$ cat src/rtl/keypad_scanner.sv
// rtl/keypad_scanner.sv - 4x4 matrix keypad scanner, debouncer and key decoder
//
// Ports:
//   clk            system clock
//   RST            synchronous active-high reset
//   row_in[3:0]    keypad rows, active-low, asynchronous (bit 0 = top row)
//   col_out[3:0]   column drive, one-hot active-low (bit 0 = leftmost column)
//   keypad_input   last accepted digit, held until the next digit
//   read_input     one-cycle strobe, the cycle after keypad_input updates
//   operator_input held one-hot operator: 001 add, 010 sub, 100 mul
//   equal_input    one-cycle "=" pulse
//   clear_out      one-cycle clear pulse
module keypad_scanner #(
    parameter int SCAN_DIV        = 1000,
    parameter int DEBOUNCE_CYCLES = 200000
) (
    input  logic       clk,
    input  logic       RST,
    input  logic [3:0] row_in,
    output logic [3:0] col_out,
    output logic [3:0] keypad_input,
    output logic       read_input,
    output logic [2:0] operator_input,
    output logic       equal_input,
    output logic       clear_out
);

    localparam int SW = $clog2(SCAN_DIV);
    localparam int DW = $clog2(DEBOUNCE_CYCLES + 1);
    localparam logic [SW-1:0] SCAN_LAST = SW'(SCAN_DIV - 1);
    localparam logic [DW-1:0] DEB_LAST  = DW'(DEBOUNCE_CYCLES - 1);

    typedef enum logic [2:0] {
        SCAN,
        DEBOUNCE,
        DECODE,
        STROBE,
        WAIT_RELEASE
    } state_t;

    state_t        state, state_nx;
    logic [3:0]    rows_m, rows_s;
    logic [3:0]    cand, cand_nx;
    logic [1:0]    col_idx, col_idx_nx;
    logic [SW-1:0] scan_cnt, scan_cnt_nx;
    logic [DW-1:0] cnt, cnt_nx;
    logic [3:0]    keypad_nx;
    logic [2:0]    op_nx;

    logic [1:0]    row_idx;
    logic          one_low;
    logic          key_is_digit, key_is_eq, key_is_clr;
    logic [3:0]    key_digit;
    logic [2:0]    key_op;

    assign col_out = ~(4'b0001 << col_idx);

    // Row index of the single low row in the candidate; one_low is false
    // for ghost/multi-key patterns, which are then swallowed without output.
    always_comb begin
        row_idx = 2'd0;
        one_low = 1'b1;
        case (cand)
            4'b1110: row_idx = 2'd0;
            4'b1101: row_idx = 2'd1;
            4'b1011: row_idx = 2'd2;
            4'b0111: row_idx = 2'd3;
            default: one_low = 1'b0;
        endcase
    end

    always_comb begin
        key_is_digit = 1'b0;
        key_is_eq    = 1'b0;
        key_is_clr   = 1'b0;
        key_digit    = 4'd0;
        key_op       = 3'b000;
        case ({row_idx, col_idx})
            4'd0:  begin key_is_digit = 1'b1; key_digit = 4'd1; end
            4'd1:  begin key_is_digit = 1'b1; key_digit = 4'd2; end
            4'd2:  begin key_is_digit = 1'b1; key_digit = 4'd3; end
            4'd3:  key_op = 3'b001;
            4'd4:  begin key_is_digit = 1'b1; key_digit = 4'd4; end
            4'd5:  begin key_is_digit = 1'b1; key_digit = 4'd5; end
            4'd6:  begin key_is_digit = 1'b1; key_digit = 4'd6; end
            4'd7:  key_op = 3'b010;
            4'd8:  begin key_is_digit = 1'b1; key_digit = 4'd7; end
            4'd9:  begin key_is_digit = 1'b1; key_digit = 4'd8; end
            4'd10: begin key_is_digit = 1'b1; key_digit = 4'd9; end
            4'd11: key_op = 3'b100;
            4'd12: key_is_clr = 1'b1;
            4'd13: begin key_is_digit = 1'b1; key_digit = 4'd0; end
            4'd14: key_is_eq = 1'b1;
            default: ;
        endcase
    end

    always_comb begin
        state_nx     = state;
        cand_nx      = cand;
        col_idx_nx   = col_idx;
        scan_cnt_nx  = scan_cnt;
        cnt_nx       = cnt;
        keypad_nx    = keypad_input;
        op_nx        = operator_input;
        read_input   = 1'b0;
        equal_input  = 1'b0;
        clear_out    = 1'b0;
        case (state)
            SCAN: begin
                if (scan_cnt == SCAN_LAST) begin
                    scan_cnt_nx = '0;
                    if (rows_s != 4'b1111) begin
                        cand_nx  = rows_s;
                        cnt_nx   = '0;
                        state_nx = DEBOUNCE;
                    end else begin
                        col_idx_nx = col_idx + 2'd1;
                    end
                end else begin
                    scan_cnt_nx = scan_cnt + 1'b1;
                end
            end
            DEBOUNCE: begin
                if (rows_s != cand) begin
                    state_nx    = SCAN;
                    col_idx_nx  = col_idx + 2'd1;
                    scan_cnt_nx = '0;
                    cnt_nx      = '0;
                end else if (cnt == DEB_LAST) begin
                    cnt_nx   = '0;
                    state_nx = one_low ? DECODE : WAIT_RELEASE;
                end else begin
                    cnt_nx = cnt + 1'b1;
                end
            end
            DECODE: begin
                cnt_nx   = '0;
                state_nx = WAIT_RELEASE;
                if (key_is_digit) begin
                    keypad_nx = key_digit;
                    state_nx  = STROBE;
                end
                if (key_op != 3'b000) begin
                    op_nx = key_op;
                end
                // "=" and "*" both end the held operator; it stays visible
                // during the pulse cycle and drops on the following edge.
                if (key_is_eq) begin
                    equal_input = 1'b1;
                    op_nx       = 3'b000;
                end
                if (key_is_clr) begin
                    clear_out = 1'b1;
                    op_nx     = 3'b000;
                end
            end
            STROBE: begin
                read_input = 1'b1;
                cnt_nx     = '0;
                state_nx   = WAIT_RELEASE;
            end
            WAIT_RELEASE: begin
                if (rows_s == 4'b1111) begin
                    if (cnt == DEB_LAST) begin
                        cnt_nx      = '0;
                        state_nx    = SCAN;
                        col_idx_nx  = col_idx + 2'd1;
                        scan_cnt_nx = '0;
                    end else begin
                        cnt_nx = cnt + 1'b1;
                    end
                end else begin
                    cnt_nx = '0;
                end
            end
            default: state_nx = SCAN;
        endcase
    end

    always_ff @(posedge clk) begin
        if (RST) begin
            rows_m         <= 4'b1111;
            rows_s         <= 4'b1111;
            state          <= SCAN;
            cand           <= 4'b1111;
            col_idx        <= 2'd0;
            scan_cnt       <= '0;
            cnt            <= '0;
            keypad_input   <= 4'd0;
            operator_input <= 3'b000;
        end else begin
            rows_m         <= row_in;
            rows_s         <= rows_m;
            state          <= state_nx;
            cand           <= cand_nx;
            col_idx        <= col_idx_nx;
            scan_cnt       <= scan_cnt_nx;
            cnt            <= cnt_nx;
            keypad_input   <= keypad_nx;
            operator_input <= op_nx;
        end
    end

endmodule

$ cat config.mk
export PLATFORM = sky130hd
export DESIGN_NAME = keypad_scanner
export DESIGN_NICKNAME = d
export VERILOG_FILES = /design/src/rtl/keypad_scanner.sv
export SDC_FILE = /design/constraint.sdc
export NUM_CORES = 1
export LEC_CHECK = 0
export CAP_MARGIN = 20
export CORE_MARGIN = 3
export CORE_UTILIZATION = 53
export CTS_CLUSTER_SIZE = 10
export DETAILED_ROUTE_END_ITERATION = 12
export PLACE_DENSITY = 0.78
export SETUP_SLACK_MARGIN = 0.2
export SYNTH_ARGS = -nofsm -noshare
export SYNTH_HDL_FRONTEND = slang
export SYNTH_SLANG_ARGS = --single-unit
$ cat constraint.sdc
create_clock -name clk -period 2.28 [get_ports clk]
set_input_delay 0.456 -clock clk [delete_from_list [all_inputs] [get_ports clk]]
set_output_delay 0.456 -clock clk [all_outputs]
set_load 0.05 [all_outputs]
==> results by group, run 1 <==
Detailed routing
  • First-pass DRT Iterations: 5
  • Post-Route WL: 7010 um
  • Routed WL per cell: 15.6 um
  • Top Layer Used: met4
  • Starting DRT DRC Count: roughly 230
  • DR DRC count: 0
  • Routed wl met3: between 300 and 400 um
  • M1 WL: between 3000 and 4000 um
  • Via count: 2773
  • Vias per cell: 6.16
  • DR WL met2: 3210 um
  • Antenna violation net count after detailed routing: 0

Timing
  • Max-slew violation count: 0
  • Total Neg Setup Slack: 0 ns
  • Final hold vios: 0
  • Final setup fails: 0
  • Worst slew pin tran: 0.652 ns
  • Min Clock Period, post-route: between 2 and 2.5 ns
  • RSZ-0062 raised after global routing: yes
  • Worst Clk Skew: 0.00961 ns
  • Slew margin rel.: 55.9%
  • Max Clk Rate: roughly 500 MHz
  • Final worst-path cycle share: 89.2%
  • Worst hold slack: 0.415 ns

Critical path
  • CP max stage cell: or4_4
  • Largest incremental delay on the critical path: 0.45 ns
  • CP cell instances: nand3_1, o41ai_4, buf_6, o2111ai_4, or4_4, a211oi_2
  • Worst r2r src: scan_cnt[8]$_SDFFE_PP0P_
  • Worst path arrival time: 2.26 ns
  • Crit. End Element: flop
  • WS Path Type: reg2reg
  • CP Max Fanout: 6
  • CP Launch Point: scan_cnt[8]$_SDFFE_PP0P_
  • CP required: roughly 2.5 ns
  • Crit path launch type: flop

Clocking
  • Clk slew on worst S/H paths: 0.09 ns
  • TritonCTS clock tree: built
  • Worst-skew pair later-pin latency: 0.31 ns
  • Clk root buf: clkbuf_8
  • Inserted Clock Buffers: 5
  • CTS Sinks: 52
  • Longest Clk Path Bufs: 2
  • H-tree levels: 2

Synthesis
  • Seq cells post-synth: 52
  • Syn nets: 357
  • Netlist Area Pre-Place: 2990 um^2
  • Synth top area cells: dfxtp_1 (35%), nor3_1 (4.0%), nand2_1 (4.0%)
  • Seq/Total Area, Yosys: 34.9%
  • Cell variety after synth: 63
  • Number of synthesized flops with an enable pin: 0
  • Synth Instances: 345
  • Cell taking the most area after synthesis: dfxtp_1
  • Async S/R FF share, synth: 0%
  • Synth top area share: between 30% and 40%
  • Syn avg cell area: 8.65 um^2
  • Yosys warns: 0
  • Post-synth top flop: dfxtp_1

Floorplanning
  • Initial Utilization: 56.6%
  • Vert. Die Dim: ~81 um
  • Row count: 26
  • Die X: 81.1 um
  • DIE AREA: 6570 um^2
  • Core Box Area: around 5300 um^2
  • I/O Pins: 20

Final layout
  • Register area: around 1100 um^2
  • Area Growth Syn to Fin: 21.3%
  • Most common cell after layout, fill and taps aside: dfxtp_1
  • Antenna cells: 0
  • Final core occ: between 60% and 70%
  • Commonest non-fill, non-tap cells in the layout: dfxtp_1 (44), nand2_1 (30), buf_4 (25)
  • Final cell count without fillers: 450
  • Share of cells above drive strength 1: 23.4%
  • Fin nets: approximately 390
  • Multi-input logic area: 1890 um^2
  • Fillcell total: 410

Hold path
  • Hold_sp: rows_m[2]$_SDFF_PP1_
  • Hold Crit Class: reg2reg

Global route
  • Tot GR Track Use: 22.0%
  • First-pass GRT wire length: 11600 um
  • Initial antenna violation count: 0
  • Largest net degree at the start of global routing: 34
  • Remaining Overflow, GRT: 0
  • Vias in the first global route: 2577

Placement
  • Routability cong.: 0.867
  • HPWL Detailed: 4940 um
  • Placed Cells incl. Taps: 436
  • Input/output buffers: 19

Power and ir drop
  • Leak: ~1.3 nW
  • VDD IR max: 0.477 mV
  • PwrDens: 458 nW/um^2

Run
  • Max Cap Violations: 0

Status
  • Outcome: finished clean
-- metal layers --
metal  track usage [%]  vias up
met1              29.2     1295
met4              7.77        0
li1                  -     1363
met3              4.10       14
met2              35.7      101
met5                 0        -
-- cell families (layout without fill, tap and decap cells) --
logic type	Yosys count	count (layout)	share of synthesized area, %
multiplexers	9	9	3.06
buffers and inverters	33	67	5.57
AO/OA/AOI/OAI	87	88	22.7
flip-flops	52	52	34.9
AND/OR/NAND/NOR	145	145	27.5
XOR/XNOR	13	13	3.81
adder cells (fa/ha/maj)	6	6	2.51
-- flip-flops by register name (all words and copies together), names as in the netlist --
register / count
cand: 4
cnt: 18
col_idx: 2
keypad_input: 4
operator_input: 3
rows_m: 4
rows_s: 4
scan_cnt: 10
state: 3
-- final cells by class --
| type | count | share of cell area (%) |
|---|---|---|
| timing repair buffer | 43 | 11.3 |
| inverter | 16 | 1.66 |
| clock buffer | 6 | 2.28 |
| multi-input combinational | 261 | 52.1 |
| sequential | 52 | 29.2 |
| clock inverter | 2 | 1.07 |
| tap | 70 | 2.42 |
-- worst max-delay path, delay by kind of cell (launching register included) --
| kind | cells | cell delay, ns |
|---|---|---|
| flip-flops | 1 | 0.42 |
| AO/OA/AOI/OAI | 3 | 0.72 |
| buffers and inverters | 1 | 0.18 |
| AND/OR/NAND/NOR | 2 | 0.64 |
-- power by group --
group          leakage [nW]  internal [mW]  switching (mW)
clock                0.0614          0.359           0.303
sequential            0.425          0.916          0.0108
combinational         0.778         0.0308          0.0401
total                  1.26           1.31           0.354
-- cells in the mapped netlist, types with 8 or more instances --
cell      instances
nand2_1          32
mux2i_1           8
or2_2            11
a211oi_1         12
nand3_1          16
inv_1            15
and3_1            9
nor3_1           24
a21oi_1          10
nor2_1           14
dfxtp_1          52
o21ai_0          14
xor2_1           11
clkbuf_1          9
-- repair_timing --
action / in CTS / in global routing
pin swaps: 0 / 2
hold buffers: 0 / 0
setup buffers: 2 / 3
endpoints found under the setup margin: 17 / 33
endpoints found under the hold margin: 0 / 0
gates resized for setup: 8 / 24
gates cloned: 0 / 1
-- per-stage QoR --
stage / power, mW / setup slack (ns) / cell area [um^2]
3_5_place_dp: 1.02 / 0.0621 / 3350
2_1_floorplan: 0.997 / 0.103 / 3000
3_3_place_gp: 1.01 / 0.167 / 3350
5_1_grt: 1.72 / 0.150 / 3620
4_1_cts: 1.67 / 0.197 / 3510
6_report: 1.66 / 0.247 / 3620
-- worst paths after layout --
kind | to | slack (ns) | cells after the start
worst max-delay path | cnt[17]$_SDFFE_PP0P_ | 0.25 | 6
worst min register to register | rows_s[2]$_SDFF_PP1_ | 0.41 | 1
worst min-delay path | rows_s[2]$_SDFF_PP1_ | 0.41 | 1
worst max register to register | cnt[17]$_SDFFE_PP0P_ | 0.25 | 6
No activity file was read; power rests on OpenSTA's default activity.
==> run 2, diff against run 1 <==
--- a/config.mk
+++ b/config.mk
@@ -7,6 +7,8 @@
 export LEC_CHECK = 0
 export CAP_MARGIN = 20
+export CELL_PAD_IN_SITES_DETAIL_PLACEMENT = 1
+export CELL_PAD_IN_SITES_GLOBAL_PLACEMENT = 1
 export CORE_MARGIN = 3
-export CORE_UTILIZATION = 53
+export CORE_UTILIZATION = 41
 export CTS_CLUSTER_SIZE = 10
 export DETAILED_ROUTE_END_ITERATION = 12
==> constraint.sdc (replaced) <==
create_clock -name clk -period 2.28 [get_ports clk]
set_input_delay 0.456 -clock clk [delete_from_list [all_inputs] [get_ports clk]]
set_output_delay 0.456 -clock clk [all_outputs]
set_load 0.02 [all_outputs]
==> run 2 against run 1 <==
Via count down 0.79%. Register-to-register slack about the same. Final cell count increased by 5.8%. Sequential power is essentially flat. Flip-flop and latch count is the same. First-iteration DRC count is 60% lower. Total power decreased by 0.73%. Count of clock-buffer cells in the layout is 1 lower. Setup slack worse by 0.0017 ns. Largest cell class unchanged. Highest routed layer unchanged.
==> results by group, run 2 (synthesized netlist as in run 1, its figures left out) <==
Timing
  • Max-slew violation count: 0
  • Slew margin rel.: 46.8%
  • Final setup fails: 0
  • Worst slew pin tran: 0.785 ns
  • Min Clock Period, post-route: between 2 and 2.5 ns
  • Max Clk Rate: 491 MHz
  • Total Neg Setup Slack: 0 ns
  • RSZ-0062 raised after global routing: yes
  • Worst Clk Skew: about 0.008 ns
  • Final worst-path cycle share: 89.3%
  • Final hold vios: 0

Clocking
  • CTS Sinks: 52
  • TritonCTS clock tree: built
  • Clk root buf: clkbuf_8
  • Worst-skew pair later-pin latency: 0.31 ns
  • H-tree levels: 2
  • Number of hold buffers added after CTS: 0
  • Longest Clk Path Bufs: 2
  • Inserted Clock Buffers: 5
  • Clk slew on worst S/H paths: ~0.1 ns

Critical path
  • CP cell instances: inv_1, ha_2, or2_2, o221ai_1, o2111a_2, buf_4, nor3_1, a211oi_1
  • Largest incremental delay on the critical path: 0.37 ns
  • Worst path arrival time: 2.25 ns
  • Reg2reg end: keypad_input[1]$_SDFFE_PP0P_
  • CP max stage cell: dfxtp_2
  • Crit path launch type: flop
  • Top Family by Delay on Critical Path: compound AO/OA/AOI/OAI gates
  • CP required: roughly 2.5 ns
  • R2R depth: 8
  • Worst r2r src: col_idx[0]$_SDFFE_PP0P_
  • Buffers & Inverters on Critical Path: 2
  • Setup slack, reg-to-reg: 0.24 ns
  • WS Path Type: reg2reg
  • Crit. End Element: flop
  • CP Max Fanout: 5

Global route
  • Vias in the first global route: ~2800
  • Remaining Overflow, GRT: 0
  • Largest net degree at the start of global routing: 30
  • Tot GR Track Use: 19.9%
  • Initial antenna violation count: 0
  • First-pass GRT wire length: 13700 um

Placement
  • Input/output buffers: 19
  • Dpl cell area: 3350 um^2
  • HPWL Detailed: 5880 um
  • Routability cong.: approximately 0.83

Power and ir drop
  • VDD IR max: 0.312 mV
  • P_sw: 0.371 mW
  • Sequential share of power: 56.4%
  • Clock Power Share: 38.9%
  • Int Pwr: 1.28 mW
  • Leak: 1.25 nW
  • Sw Ratio: 22.5%
  • Gate power share: 4.7%
  • PwrDens: 454 nW/um^2

Final layout
  • Reg with most FFs: cnt
  • Max reg flops: 18
  • Fillcell total: between 700 and 800
  • Fin nets: a little under 400
  • Most common cell after layout, fill and taps aside: dfxtp_1
  • Top Registers: cnt (18), scan_cnt (10)
  • Antenna cells: 0
  • Commonest non-fill, non-tap cells in the layout: dfxtp_1 (41), nand2_1 (30), nor3_1 (23)
  • Share of cells above drive strength 1: roughly 25%
  • Area Growth Syn to Fin: 21.6%
  • Final non-filler cell area: 3630 um^2

Floorplanning
  • Core Box Area: 6940 um^2
  • Initial Utilization: 43.0%
  • I/O Pins: 20
  • Row count: 30
  • Vert. Die Dim: 91.3 um
  • DIE AREA: 8340 um^2
  • Die X: 91.3 um

Run
  • Max Cap Violations: 0

Status
  • Outcome: finished clean

Detailed routing
  • DR DRC count: 0
  • Antenna violation net count after detailed routing: 0
  • Via count: 2751
  • Vias per cell: 5.78
  • First-pass DRT Iterations: 4
  • Routed WL per cell: ~18 um
  • Starting DRT DRC Count: 91
  • Post-Route WL: 8400 um

Hold path
  • Hold EP: rows_s[3]$_SDFF_PP1_
  • Hold Path Depth: 1
  • Hold_sp: rows_m[3]$_SDFF_PP1_
  • Hold Crit Class: reg2reg
[run 2: power groups by stage]
stage	logic, mW	clock network, mW	registers [mW]
floorplan	0.0503	0	0.947
global route	0.0851	0.690	0.932
global placement	0.0684	0	0.949
CTS	0.0736	0.656	0.930
detailed placement	0.0704	0	0.950
finish	0.0772	0.641	0.930
[run 2: how the worst max path moves through the flow]
stage / cells after the start / end / startpoint
3_5_place_dp: 7 / cnt[12]$_SDFFE_PP0P_ / scan_cnt[0]$_SDFFE_PP0P_
6_report: 8 / keypad_input[1]$_SDFFE_PP0P_ / col_idx[0]$_SDFFE_PP0P_
3_3_place_gp: 7 / cnt[14]$_SDFFE_PP0P_ / scan_cnt[0]$_SDFFE_PP0P_
2_1_floorplan: 7 / cnt[0]$_SDFFE_PP0P_ / rows_s[3]$_SDFF_PP1_
5_1_grt: 7 / cnt[12]$_SDFFE_PP0P_ / scan_cnt[0]$_SDFFE_PP0P_
4_1_cts: 5 / equal_input / col_idx[0]$_SDFFE_PP0P_
[run 2: area by class of cell]
cell class                 instances  area [um^2]  area share [%]
clock buffer                       5         68.8            1.90
clock inverter                     3         42.5            1.17
inverter                          16         60.1            1.65
multi-input combinational        260         1900            52.2
sequential                        52         1060            29.2
tap                               96          120            3.31
timing repair buffer              44          384            10.6
[run 2: layer usage]
layer,share of wire [%],track usage (%)
met1,47,27.8
met2,48,32.5
met3,3.9,3.15
met4,0.80,4.27
met5,0,0
[run 2: stage by stage]
step	hold WS (ns)	cells	utilization [%]	power [mW]	setup slack, ns
6_report	0.419	476	52.3	1.65	0.245
5_1_grt	0.437	476	52.3	1.71	0.138
4_1_cts	0.421	473	50.6	1.66	0.0943
3_5_place_dp	0.397	463	48.3	1.02	0.0487
3_3_place_gp	0.392	463	48.3	1.02	0.172
2_1_floorplan	0.389	345	-	0.997	0.103
[run 2: repair_timing]
| action | in CTS | in global routing |
|---|---|---|
| endpoints found under the setup margin | 35 | 32 |
| buffers inserted | 2 | 3 |
| pin swaps | 0 | 2 |
| gates resized for setup | 24 | 32 |
[run 2: worst register-to-register path: cells and delay by family, from the launching register on]
family                     cells  cell delay, ns
adders and majority gates      1            0.26
and+or+nand+nor                2            0.37
AOI/OAI and AO/OA              3            0.70
DFF                            1            0.37
buffers and inverters          2            0.24
